File: src/rtl/hilo_muldiv_ctrl.sv
// HI/LO owner for MULT/MULTU/DIV/DIVU: 32-step shift-add / restoring-divide sequencer.
// Latency 34 edges start->done; start ignored while busy, MFHI/MFLO reads stall until result valid.
module hilo_muldiv_ctrl #(
    parameter int WIDTH = 32,
    parameter int STEPS = 32
) (
    input  logic             clk,
    input  logic             rst_n,
    input  logic             start,
    input  logic [0:1]       op,
    input  logic [0:WIDTH-1] rs_val,
    input  logic [0:WIDTH-1] rt_val,
    output logic             busy,
    output logic             done,
    input  logic             rd_req,
    input  logic             rd_sel,
    output logic [0:WIDTH-1] rd_data,
    output logic             rd_stall
);

    localparam int CW = $clog2(STEPS);

    typedef enum logic [1:0] {IDLE, CALC, FIX} state_t;

    state_t             state_q, state_d;
    logic [WIDTH-1:0]   hi_q, hi_d, lo_q, lo_d;
    logic [WIDTH-1:0]   acc_hi_q, acc_hi_d, acc_lo_q, acc_lo_d;
    logic [WIDTH-1:0]   opb_q, opb_d;
    logic [CW-1:0]      cnt_q, cnt_d;
    logic               is_div_q, is_div_d;
    logic               neg_main_q, neg_main_d;
    logic               neg_rem_q, neg_rem_d;
    logic               done_q, done_d;

    logic [1:0]         op_w;
    logic [WIDTH-1:0]   rs_w, rt_w;
    logic               signed_op, op_div, rs_neg, rt_neg;
    logic [WIDTH:0]     add_sum, rem_sh, rem_diff;
    logic [2*WIDTH-1:0] prod_mag, prod_fix;

    // Re-index the MSB-at-bit-0 ports into conventional descending vectors.
    assign op_w = op;
    assign rs_w = rs_val;
    assign rt_w = rt_val;

    always_comb begin
        state_d    = state_q;
        hi_d       = hi_q;
        lo_d       = lo_q;
        acc_hi_d   = acc_hi_q;
        acc_lo_d   = acc_lo_q;
        opb_d      = opb_q;
        cnt_d      = cnt_q;
        is_div_d   = is_div_q;
        neg_main_d = neg_main_q;
        neg_rem_d  = neg_rem_q;
        done_d     = 1'b0;

        signed_op = ~op_w[0];
        op_div    = op_w[1];
        rs_neg    = rs_w[WIDTH-1];
        rt_neg    = rt_w[WIDTH-1];

        add_sum  = {1'b0, acc_hi_q} + (acc_lo_q[0] ? {1'b0, opb_q} : '0);
        rem_sh   = {acc_hi_q, acc_lo_q[WIDTH-1]};
        rem_diff = rem_sh - {1'b0, opb_q};
        prod_mag = {acc_hi_q, acc_lo_q};
        prod_fix = neg_main_q ? (~prod_mag + 1'b1) : prod_mag;

        case (state_q)
            IDLE: begin
                if (start) begin
                    state_d  = CALC;
                    is_div_d = op_div;
                    cnt_d    = '0;
                    acc_hi_d = '0;
                    // Divide by zero runs raw operands unsigned: the loop then yields
                    // all-ones quotient and the dividend as remainder, uncorrected.
                    if (op_div && (rt_w == '0)) begin
                        acc_lo_d   = rs_w;
                        opb_d      = '0;
                        neg_main_d = 1'b0;
                        neg_rem_d  = 1'b0;
                    end else begin
                        acc_lo_d   = (signed_op && rs_neg) ? (~rs_w + 1'b1) : rs_w;
                        opb_d      = (signed_op && rt_neg) ? (~rt_w + 1'b1) : rt_w;
                        neg_main_d = signed_op && (rs_neg ^ rt_neg);
                        neg_rem_d  = signed_op && rs_neg;
                    end
                end
            end
            CALC: begin
                if (is_div_q) begin
                    acc_hi_d = rem_diff[WIDTH] ? rem_sh[WIDTH-1:0] : rem_diff[WIDTH-1:0];
                    acc_lo_d = {acc_lo_q[WIDTH-2:0], ~rem_diff[WIDTH]};
                end else begin
                    {acc_hi_d, acc_lo_d} = {add_sum, acc_lo_q[WIDTH-1:1]};
                end
                cnt_d = cnt_q + 1'b1;
                if (cnt_q == CW'(STEPS - 1)) begin
                    state_d = FIX;
                end
            end
            FIX: begin
                if (is_div_q) begin
                    lo_d = neg_main_q ? (~acc_lo_q + 1'b1) : acc_lo_q;
                    hi_d = neg_rem_q ? (~acc_hi_q + 1'b1) : acc_hi_q;
                end else begin
                    {hi_d, lo_d} = prod_fix;
                end
                state_d = IDLE;
                done_d  = 1'b1;
            end
            default: begin
                state_d = IDLE;
            end
        endcase
    end

    always_ff @(posedge clk or negedge rst_n) begin
        if (!rst_n) begin
            state_q    <= IDLE;
            hi_q       <= '0;
            lo_q       <= '0;
            acc_hi_q   <= '0;
            acc_lo_q   <= '0;
            opb_q      <= '0;
            cnt_q      <= '0;
            is_div_q   <= 1'b0;
            neg_main_q <= 1'b0;
            neg_rem_q  <= 1'b0;
            done_q     <= 1'b0;
        end else begin
            state_q    <= state_d;
            hi_q       <= hi_d;
            lo_q       <= lo_d;
            acc_hi_q   <= acc_hi_d;
            acc_lo_q   <= acc_lo_d;
            opb_q      <= opb_d;
            cnt_q      <= cnt_d;
            is_div_q   <= is_div_d;
            neg_main_q <= neg_main_d;
            neg_rem_q  <= neg_rem_d;
            done_q     <= done_d;
        end
    end

    assign busy     = (state_q != IDLE);
    assign done     = done_q;
    assign rd_stall = rd_req && (state_q != IDLE);
    assign rd_data  = rd_sel ? hi_q : lo_q;

endmodule
File: config.mk
export PLATFORM = sky130hd
export DESIGN_NAME = hilo_muldiv_ctrl
export DESIGN_NICKNAME = d
export VERILOG_FILES = /design/src/rtl/hilo_muldiv_ctrl.sv
export SDC_FILE = /design/constraint.sdc
export NUM_CORES = 1
export LEC_CHECK = 0
export ABC_CLOCK_PERIOD_IN_PS = 3700
export CAP_MARGIN = 5
export CORE_AREA = 2 2 225 183
export CTS_BUF_LIST = sky130_fd_sc_hd__clkbuf_8 sky130_fd_sc_hd__clkbuf_16
export DETAILED_ROUTE_END_ITERATION = 10
export DIE_AREA = 0 0 227 185
export SYNTH_ARGS = -nofsm -noshare
export SYNTH_HDL_FRONTEND = slang
export SYNTH_SLANG_ARGS = --single-unit
File: constraint.sdc
create_clock -name clk -period 3.7 [get_ports clk]
set_input_delay 0.37 -clock clk [delete_from_list [all_inputs] [get_ports clk]]
set_output_delay 0.37 -clock clk [all_outputs]
set_load 0.05 [all_outputs]
==> run_results.csv <==
group,metric,value,unit
detailed_routing,drt-pass1-iter-count,5,
grt,grt_pass1_vias,12700,
critical_path,cp.required,4.01,ns
grt,grt_pass1_wl,73800,um
sta,tightest_slew,1.02,ns
placed_design,place_congestion,0.931,
clocking,cts_made_buffers,17,
grt,grtUsageTotal,22.7,%
finish,antennaDiodeCount,0,
clocking,htreeDepth,4,
floorplanning,ios,106,
sta,hold_violations,3,
yosys,synth_cell_types,75,
sta,whs,-0.00511,ns
yosys,ys_seq_area_share,30.2,%
clocking,root_buffer,"clkbuf_16",
sta,max_freq,0.287,GHz
critical_path,crit_path_end_kind,"flop",
sta,rsz0062_at_grt,"false",
finish,drive_above_1_share,10.1,%
sta,setup_tns,0,ns
sta,fin_ws,0.218,ns
clocking,path_clk_slew,0.07,ns
sta,final.setup_skew,0.0117,ns
floorplanning,die_w,227,um
power_and_ir_drop,peakVddDrop,428,uV
clocking,clkLatencyLatePin,0.45,ns
sta,final-max-slew-violation-count,0,
finish,stdcell_count,2437,
grt,antenna_found_initial,0,
critical_path,path_class,"flop to flop",
floorplanning,die_h,185,um
placed_design,place.detailed.hpwl,36600,um
floorplanning,rows,66,
detailed_routing,wl_per_cell,19.3,um
yosys,avgSynthCellArea,8.01,sq um
detailed_routing,num_vias,13500,
yosys,synth_edf_count,0,
clocking,cts_tree,"done",
grt,overflow,0,
sta,timing.final.crit_share,94.1,%
floorplanning,dieArea,42000,sq um
yosys,ys_ff_latch,171,
finish,fin_util,42.1,%
detailed_routing,postRouteAntennaNets,0,
yosys,ys.warnings.count,0,
yosys,dominantRegCellSynth,"dfrtp_1",
worst_hold_path,hold_class,"primary input to async pin",
yosys,netlist.top_cell.by_area,"dfrtp_1",
critical_path,crit_fanout,11,
placed_design,io_buffers,105,
finish,syn_to_final_growth,18.8,%
status,violations,"negative hold slack",
placed_design,pre_cts_slack,0.176,ns
yosys,synthesis.nets,1910,
yosys,synth_top_area_share,30.2,%
yosys,netlist_area,14200,sq um
placed_design,dpl.cell_count,2405,
yosys,async_reset_ff_share,100,%
yosys,netlist_instances,1767,
power_and_ir_drop,powerDensity,962,nW/um^2
clocking,clock-sinks,171,
status,status,"finished, violations left",
sta,relSlewSlack,32.1,%
power_and_ir_drop,leakage,7.20,nW
critical_path,start_kind,"flop",
sta,period_needed,3.48,ns
grt,grt_max_degree,92,
floorplanning,start_util,35.4,%
floorplanning,core_area,40000,sq um
finish,final_nets,2023,
clocking,cts_hold_buf,0,
detailed_routing,drc,0,
sta,setup_violations,0,
clocking,clk_path_buf_depth,2,
detailed_routing,via_per_inst,5.56,
finish,fillers,4033,
detailed_routing,routed_wl,47100,um
yosys,netlist_top_cells_area,"dfrtp_1 (30%), o21ai_0 (7.8%), ha_1 (6.2%), nand2_1 (5.3%), xnor2_1 (5.3%)",
critical_path,arrival,3.79,ns
run,maxCapViolations,0,
detailed_routing,drtIter0Drc,1110,
cell usage after synthesis (15+ instances only):
library cell  number
o21ai_0          220
nand2_1          201
dfrtp_1          171
nor2_1           132
a21oi_1          105
clkbuf_1          88
xnor2_1           85
xor2_1            81
inv_1             72
ha_1              70
mux2i_1           54
nor3_1            34
mux2_2            33
o31ai_1           30
nand3_1           28
a31oi_1           27
a21o_1            26
nand2b_1          26
o22ai_1           26
a22oi_1           21
or4_1             17
nor2b_1           15
or3_1             15
cell families (layout without fill, tap and decap cells):
family / Yosys count / count (layout) / synth area share (%)
buffers and inverters: 175 / 301 / 4.72
muxes: 87 / 87 / 6.44
adders and majority gates: 72 / 72 / 6.47
DFF: 171 / 171 / 30.2
AOI/OAI and AO/OA: 553 / 553 / 23.5
and+or+nand+nor: 543 / 543 / 18.3
xor gates and xnor gates: 166 / 166 / 10.3
layout make-up:
type,count,area (sq um),share of cell area (%)
clock buffers,17,425,2.53
clock inverters,15,186,1.11
inverters,72,270,1.61
multi-input cells,1421,9240,54.9
flip-flops and latches,171,4280,25.4
well taps,544,681,4.05
repair buffers,197,1740,10.3
final timing paths:
kind                                            endpoint                startpoint  cells past startpoint  slack (ns)
worst max-delay path            acc_hi_q[18]$_DFFE_PN0P_  acc_lo_q[31]$_DFFE_PN0P_                     14        0.22
min in group clk                    hi_q[11]$_DFFE_PN0P_      hi_q[11]$_DFFE_PN0P_                      2        0.48
worst min register to register      hi_q[11]$_DFFE_PN0P_      hi_q[11]$_DFFE_PN0P_                      2        0.48
max in group asynchronous        acc_lo_q[8]$_DFFE_PN0P_                     rst_n                      2        2.85
worst min-delay path               opb_q[12]$_DFFE_PN0P_                     rst_n                      1      -0.005
worst max register to register  acc_hi_q[18]$_DFFE_PN0P_  acc_lo_q[31]$_DFFE_PN0P_                     14        0.22
state kept, by name (all words and copies together) (netlist names):
register	cells
neg_rem_q	1
opb_q	32
cnt_q	5
lo_q	32
neg_main_q	1
hi_q	32
done	1
acc_hi_q	32
state_q	2
acc_lo_q	32
is_div_q	1
where the power goes:
part | internal [mW] | switching (mW)
Clock | 1.08 | 0.863
Combinational | 4.39 | 6.53
Sequential | 2.53 | 0.794
Total | 8.00 | 8.18
routing by layer:
layer	global-route usage [%]	share of wire (%)	vias up
met3	3.93	6.9	40
met2	32.8	42	468
met4	5.75	1.7	0
li1	-	-	6570
met5	0	0	-
met1	34.5	50	6470
critical path: stages (launching register included):
cell and delay [ns]:
dfrtp_1 0.36, inv_1 0.09, ha_1 0.24, fa_1 0.39, nand2b_1 0.19, a21oi_1 0.20
o2111ai_1 0.18, a21oi_1 0.45, o31ai_1 0.19, a21oi_1 0.23, buf_4 0.19, nor2_4 0.07
buf_4 0.23, mux2i_1 0.21, o21ai_0 0.13
metrics by stage:
stage	power (mW)	area, sq um	hold WS, ns
floorplan	10.4	14200	0.0744
global placement	13.9	16200	0.457
detailed placement	14.0	16200	0.462
CTS	16.0	16800	0.0406
global route	17.4	16800	0.0733
finish	16.2	16800	-0.00511
timing repair:
item / CTS / global route
endpoints found under the setup margin: 0 / 1
resized for setup: 0 / 1
buffers inserted: 0 / 0
cells in the final DEF, fill, tap and decap left out, types with 10 or more instances in the layout:
master,instances
inv_1,73
nand4_1,13
and2_1,11
dfrtp_1,170
nand2b_1,24
nor2b_1,15
mux2_2,33
a31oi_1,27
or3_1,15
clkbuf_16,17
ha_1,70
nor4_1,14
buf_4,98
mux2i_1,54
or4_1,17
a21oi_1,105
xnor2_1,85
o22ai_1,26
nor2_1,130
a21o_1,26
a22oi_1,21
clkdlybuf4s50_1,97
nand2_1,200
xor2_1,81
nor3_1,34
o31ai_1,30
o21ai_0,220
nand3_1,28
o211ai_1,13
o21a_1,10
Power figures use the tool's default switching activity.
